<file path="config.mk">
export PLATFORM = sky130hd
export DESIGN_NAME = quiz_round_ctrl
export DESIGN_NICKNAME = d
export VERILOG_FILES = /design/src/rtl/quiz_pkg.sv /design/src/rtl/quiz_remote_decode.sv /design/src/rtl/quiz_round_ctrl.sv
export SDC_FILE = /design/constraint.sdc
export NUM_CORES = 1
export LEC_CHECK = 0
export ABC_AREA = 1
export BUFFER_PORTS_ARGS = -buffer_cell sky130_fd_sc_hd__buf_2
export CORE_AREA = 3 3 75 77
export CTS_BUF_LIST = sky130_fd_sc_hd__clkbuf_4 sky130_fd_sc_hd__clkbuf_8
export DETAILED_ROUTE_END_ITERATION = 6
export DIE_AREA = 0 0 78 80
export GPL_TIMING_DRIVEN = 0
export PLACE_DENSITY = 0.79
export SLEW_MARGIN = 10
export SYNTH_ARGS = -nofsm -noshare
export SYNTH_HDL_FRONTEND = slang
export SYNTH_HIERARCHICAL = 1
export SYNTH_SLANG_ARGS = --single-unit
</file>
<file path="constraint.sdc">
create_clock -name clk -period 2.4 [get_ports clk]
set_input_delay 0.12 -clock clk [delete_from_list [all_inputs] [get_ports clk]]
set_output_delay 0.12 -clock clk [all_outputs]
set_load 0.01 [all_outputs]
</file>
<file path="src/rtl/quiz_pkg.sv">
// Shared types and codes for the two-player quiz round controller.
// Remote nibbles are active-low one-hot: nibble bit 3 is answer 1, bit 0 is answer 4.
package quiz_pkg;

  typedef enum logic [2:0] {
    ST_IDLE,
    ST_ARM,
    ST_ASK,
    ST_RESULT,
    ST_DONE
  } state_t;

  localparam int NUM_PLAYERS = 2;

  localparam logic [1:0] RES_NONE = 2'd0;
  localparam logic [1:0] RES_P1   = 2'd1;
  localparam logic [1:0] RES_P2   = 2'd2;

  localparam logic [1:0] WIN_NONE = 2'd0;
  localparam logic [1:0] WIN_P1   = 2'd1;
  localparam logic [1:0] WIN_P2   = 2'd2;
  localparam logic [1:0] WIN_TIE  = 2'd3;

  // LSB of each player's nibble inside rm_in_bcd
  localparam int P1_LSB = 4;
  localparam int P2_LSB = 0;

  function automatic logic [2:0] decode_nibble(input logic [3:0] nib);
    case (nib)
      4'b0111: decode_nibble = 3'd1;
      4'b1011: decode_nibble = 3'd2;
      4'b1101: decode_nibble = 3'd3;
      4'b1110: decode_nibble = 3'd4;
      default: decode_nibble = 3'd0;
    endcase
  endfunction

  function automatic logic [1:0] pick_winner(input logic [3:0] s1, input logic [3:0] s2);
    if (s1 > s2)      pick_winner = WIN_P1;
    else if (s2 > s1) pick_winner = WIN_P2;
    else              pick_winner = WIN_TIE;
  endfunction

  function automatic logic [3:0] sat_inc(input logic [3:0] s);
    sat_inc = (s == 4'hF) ? s : s + 4'd1;
  endfunction

endpackage

</file>
<file path="src/rtl/quiz_remote_decode.sv">
// Remote input conditioning: 2-flop synchronizer, per-player one-hot decode,
// and a rising-edge press pulse (no-press -> valid press only).
module quiz_remote_decode
  import quiz_pkg::*;
(
  input  logic                              clk,
  input  logic                              rst,
  input  logic [7:0]                        rm_in_bcd,
  output logic [NUM_PLAYERS-1:0]            press,
  output logic [NUM_PLAYERS-1:0][2:0]       ans,
  output logic                              released
);

  logic [7:0]                        sync1, sync2;
  logic [NUM_PLAYERS-1:0][2:0]       ans_q;

  always_ff @(posedge clk or posedge rst) begin
    if (rst) begin
      sync1 <= 8'hFF;
      sync2 <= 8'hFF;
      ans_q <= '0;
    end else begin
      sync1 <= rm_in_bcd;
      sync2 <= sync1;
      ans_q <= ans;
    end
  end

  for (genvar p = 0; p < NUM_PLAYERS; p++) begin : g_player
    localparam int LSB = (p == 0) ? P1_LSB : P2_LSB;
    assign ans[p]   = decode_nibble(sync2[LSB +: 4]);
    assign press[p] = (ans[p] != 3'd0) && (ans_q[p] == 3'd0);
  end

  assign released = &sync2;

endmodule

</file>
<file path="src/rtl/quiz_round_ctrl.sv">
// Two-player quiz round sequencer: arms on full button release, judges first
// presses against the problem ROM, tracks scores, lockouts and the final winner.
module quiz_round_ctrl
  import quiz_pkg::*;
#(
  parameter int NUM_PROB    = 8,
  parameter int TIMEOUT_CYC = 1000,
  parameter int RESULT_CYC  = 200
) (
  input  logic       clk,
  input  logic       rst,
  input  logic       start,
  input  logic [7:0] rm_in_bcd,
  input  logic [3:0] prob_ans,
  output logic [3:0] prob_idx,
  output logic [3:0] score_p1,
  output logic [3:0] score_p2,
  output logic [1:0] result,
  output logic       lockout_p1,
  output logic       lockout_p2,
  output logic       busy,
  output logic       game_over,
  output logic [1:0] winner
);

  localparam int TMAX = (TIMEOUT_CYC > RESULT_CYC) ? TIMEOUT_CYC : RESULT_CYC;
  localparam int TW   = $clog2(TMAX + 1);

  state_t                         state;
  logic [TW-1:0]                  timer;
  logic [NUM_PLAYERS-1:0]         lock;
  logic [NUM_PLAYERS-1:0][3:0]    score;
  logic                           ptr;  // 0: player 1 wins ties, 1: player 2

  logic [NUM_PLAYERS-1:0]         press, elig, judge, hit, miss, lock_nxt;
  logic [NUM_PLAYERS-1:0][2:0]    ans;
  logic                           released, tie, ans_ok;

  quiz_remote_decode u_decode (
    .clk       (clk),
    .rst       (rst),
    .rm_in_bcd (rm_in_bcd),
    .press     (press),
    .ans       (ans),
    .released  (released)
  );

  // At most one player is judged per cycle; a tie goes to the pointer's player.
  assign elig     = press & ~lock;
  assign tie      = &elig;
  assign judge[0] = elig[0] & (~elig[1] | ~ptr);
  assign judge[1] = elig[1] & (~elig[0] |  ptr);
  assign ans_ok   = (prob_ans >= 4'd1) && (prob_ans <= 4'd4);

  for (genvar p = 0; p < NUM_PLAYERS; p++) begin : g_judge
    assign hit[p]  = judge[p] && ans_ok && ({1'b0, ans[p]} == prob_ans);
    assign miss[p] = judge[p] && !hit[p];
  end

  assign lock_nxt = lock | miss;

  always_ff @(posedge clk or posedge rst) begin
    if (rst) begin
      state     <= ST_IDLE;
      timer     <= '0;
      lock      <= '0;
      score     <= '0;
      ptr       <= 1'b0;
      prob_idx  <= 4'd0;
      result    <= RES_NONE;
      busy      <= 1'b0;
      game_over <= 1'b0;
      winner    <= WIN_NONE;
    end else begin
      case (state)
        ST_IDLE, ST_DONE: begin
          if (start) begin
            score     <= '0;
            lock      <= '0;
            prob_idx  <= 4'd0;
            result    <= RES_NONE;
            winner    <= WIN_NONE;
            busy      <= 1'b1;
            game_over <= 1'b0;
            state     <= ST_ARM;
          end
        end
        ST_ARM: begin
          if (released) begin
            timer <= TW'(TIMEOUT_CYC);
            state <= ST_ASK;
          end
        end
        ST_ASK: begin
          if (tie) ptr <= ~ptr;
          // A correct press outranks a timeout landing on the same edge
          if (|hit) begin
            if (hit[0]) score[0] <= sat_inc(score[0]);
            else        score[1] <= sat_inc(score[1]);
            result <= hit[0] ? RES_P1 : RES_P2;
            timer  <= TW'(RESULT_CYC);
            state  <= ST_RESULT;
          end else begin
            lock <= lock_nxt;
            if ((&lock_nxt) || (timer <= TW'(1))) begin
              result <= RES_NONE;
              timer  <= TW'(RESULT_CYC);
              state  <= ST_RESULT;
            end else begin
              timer <= timer - TW'(1);
            end
          end
        end
        ST_RESULT: begin
          if (timer <= TW'(1)) begin
            if (prob_idx == 4'(NUM_PROB - 1)) begin
              busy      <= 1'b0;
              game_over <= 1'b1;
              winner    <= pick_winner(score[0], score[1]);
              state     <= ST_DONE;
            end else begin
              prob_idx <= prob_idx + 4'd1;
              lock     <= '0;
              result   <= RES_NONE;
              state    <= ST_ARM;
            end
          end else begin
            timer <= timer - TW'(1);
          end
        end
        default: state <= ST_IDLE;
      endcase
    end
  end

  assign score_p1   = score[0];
  assign score_p2   = score[1];
  assign lockout_p1 = lock[0];
  assign lockout_p2 = lock[1];

endmodule

</file>
==> run metrics <==
first-pass GRT wire length=10300 um; PD cells=about 940 mW/mm2; status=finished clean; worst setup path class=register to register; Congestion Overflow GR=0; Critical R2R Launch=u_decode/sync2[5]; Final min period=2.11 ns; cells after synthesis=roughly 370; Fin Hold WS=~0.11 ns; Largest delay share family, worst path=simple AND/OR/NAND/NOR gates; LEAKAGE=about 1.9 nW; FF-to-FF End=score_p1[1]; Final HPWL DP=around 4200 um; H-tree levels=2; P&R area growth vs syn=16.0%; die area=0.00624 mm2; vias in the first global route=about 2500; Seq/Total Area, Yosys=0.481; crit-path cells=nand2_1, inv_1, nand2_1, nand2_1, inv_1, nand2_1, nand2_1, nor2_1, nand2_1, nor3_4, o21ai_2, a21oi_2, nand2_2, nand2_1, o21ai_1; Worst Hold Path EP=busy; I/O Buffers=34; Post-Route WL=between 5000 and 6000 um; setup bufs post-CTS=0; crit path max fanout=7; gr usage total=0.204; Via-to-Cell Ratio=4.95; Max Clock Skew=0.00717 ns; CTS max path bufs=2; CP max stage cell=dfstp_2; Top Ports=35; root buffer cell=clkbuf_8; Reg clk slew, reported paths=~0.1 ns; drt wl/cell=11.5 um; Routed Antenna Nets=0; n_diodes=0; flops & latches, synth=56; initial antenna violation count=0; Die Span X=78 um; YS warnings=6; largest net degree at the start of global routing=35; Maximum Capacitance Violations=0; Post-Syn Area=just under 0.003 mm2; Worst Hold Class=input pin to register; Max Fclk=474 MHz; Final nets=440; VDD IR max=~560 uV; delay of the slowest critical-path stage=about 0.57 ns; hold_sp=start; final-report max-slew violation count=0; Critical Path AT=2.31 ns; Die Span Y=80 um; syn nets=390; CP Capture Type=register; Register-to-Register Path Depth=15; Clock Latency Late Sink=0.31 ns; worst-margin pin slew=around 0.76 ns; Final period util=0.879; drt drc=0; CP required=2.60 ns; Worst path most repeated cell=nand2_1; gpl congestion=0.825; Pwr Total=3.21 mW; Buf/Inv on CP=2; Setup-failing EPs final=0; hold depth=3; syn avg cell area=8.07 um2; Final Hold Fails=0; Slew headroom=0.492; share of cells above drive strength 1=0.235; clock sinks=56; unrepaired setup endpoints after global routing=no; drt pass-1 iters=5; setup TNS=0 ns; Netlist cell types=39; # rows=26; total vias in the final route=2413; r2r setup slk=between 0.2 and 0.3 ns; CTS Buf Count=5; TritonCTS clock tree=built; Worst setup SP type=register; Starting Density=0.582; DR iter-0 viols=78; core footprint=0.00507 mm2
[area by class of cell]
| type | count | area, um2 |
|---|---|---|
| Clock buffer | 5 | 68.8 |
| Sequential cell | 56 | 1420 |
| Fill cell | 423 | 1650 |
| Inverter | 64 | 240 |
| Clock inverter | 3 | 23.8 |
| Buffer | 2 | 12.5 |
| Tap cell | 70 | 87.6 |
| Multi-Input combinational cell | 244 | 1310 |
| Timing Repair Buffer | 43 | 260 |
[where the power goes]
part	switching (mW)	internal [mW]	total (mW)	leakage [nW]
logic	0.910	0.487	1.40	1.13
registers	0.156	1.13	1.28	0.684
clock network	0.315	0.214	0.529	0.0495
total	1.38	1.83	3.21	1.86
[what timing repair did]
item                                    in CTS  in global routing
endpoints found under the setup margin       0                 22
hold buffers                                 9                  0
resized for setup                            0                 11
endpoints found under the hold margin       48                  0
[metrics by stage]
step	std cells	setup slack [ns]	instance area (um2)	utilization
2_1_floorplan	366	0.482	2950	-
3_3_place_gp	470	0.253	3210	0.633
3_5_place_dp	470	0.174	3210	0.633
4_1_cts	487	0.133	3390	0.669
5_1_grt	487	0.0108	3430	0.675
6_report	487	0.290	3430	0.675
[layout by cell type (no fill, tap or decap), drive strengths merged, types with 2 or more instances in the layout]
master and instances:
or3 2, nor4 2, nand4 4, clkbuf 5, or2 2, buf 36
o21bai 3, dfrtp 40, ha 9, xnor2 2, nor3 6, inv 67
nand3 21, nor2 37, nand2 103, dfstp 16, o21ai 27, a21oi 10
xor2 7, dlygate4sd3 9
[synthesized netlist by cell type]
cell	count	area share
xor2_1	7	0.021
dfstp_2	16	0.14
o21ai_1	9	0.015
nand2_2	9	0.019
nor3_2	1	0.0034
a21oi_1	7	0.012
nand4_1	4	0.0085
a221oi_1	1	0.0030
o21bai_2	1	0.0038
inv_1	59	0.075
a31oi_1	1	0.0021
inv_2	5	0.0064
a22oi_1	1	0.0025
nor2_1	32	0.041
nor2_4	1	0.0038
or3_1	2	0.0042
o21ai_0	17	0.029
nor3_1	5	0.0085
ha_1	9	0.038
a21oi_2	2	0.0059
nor4_1	2	0.0042
o21a_1	1	0.0025
nor2_2	4	0.0085
a211oi_1	1	0.0025
nand3_1	18	0.030
and3_1	1	0.0021
nand3b_2	1	0.0038
a2bb2oi_1	1	0.0030
a21oi_4	1	0.0055
or2_2	2	0.0042
dfrtp_1	40	0.34
nand3_2	3	0.010
xnor2_1	2	0.0059
o21ai_2	1	0.0030
buf_4	1	0.0025
buf_2	1	0.0017
a21boi_0	1	0.0025
nand2_1	94	0.12
o21bai_1	2	0.0051
[how the worst max path moves through the flow]
stage | slack (ns) | cells past startpoint | end | startpoint
after floorplan | 0.48 | 15 | score_p1[2] | u_decode/sync2[4]
after global placement | 0.25 | 15 | timer[9] | u_decode/sync2[1]
after detailed placement | 0.17 | 15 | score_p1[1] | u_decode/sync2[4]
after CTS | 0.13 | 15 | score_p1[1] | u_decode/sync2[4]
after global routing | 0.01 | 15 | score_p1[1] | u_decode/sync2[7]
final | 0.29 | 15 | score_p1[1] | u_decode/sync2[5]
[routing by layer]
metal  track usage  up-vias  share of wire  wire, um
li1              -     1253              -         -
met1         0.248     1124           0.46      2590
met2         0.365       30           0.50      2780
met3        0.0406        6          0.029       161
met4        0.0612        0          0.010        56
met5             0        -              0         0
[cells by family after synthesis]
logic type	share of synthesized area
AO/OA/AOI/OAI	0.0974
XOR/XNOR	0.0267
adder cells (fa/ha/maj)	0.0381
buffers and inverters	0.0856
flip-flops	0.481
AND/OR/NAND/NOR	0.271
[flip-flops by register name, indices dropped and copies added (netlist names), 2 cells and up]
signal / flops
lock: 2
result: 2
score_p2: 4
state: 3
score_p1: 4
prob_idx: 4
u_decode/ans_q: 6
timer: 10
winner: 2
u_decode/sync1: 8
u_decode/sync2: 8
[worst register-to-register path, cell delays in order (launching register included)]
cell and delay, ns:
dfstp_2 0.57, nand2_1 0.09, inv_1 0.08, nand2_1 0.07, nand2_1 0.11, inv_1 0.05
nand2_1 0.05, nand2_1 0.05, nor2_1 0.07, nand2_1 0.10, nor3_4 0.24, o21ai_2 0.09
a21oi_2 0.17, nand2_2 0.12, nand2_1 0.08, o21ai_1 0.07
Power figures use the tool's default switching activity.
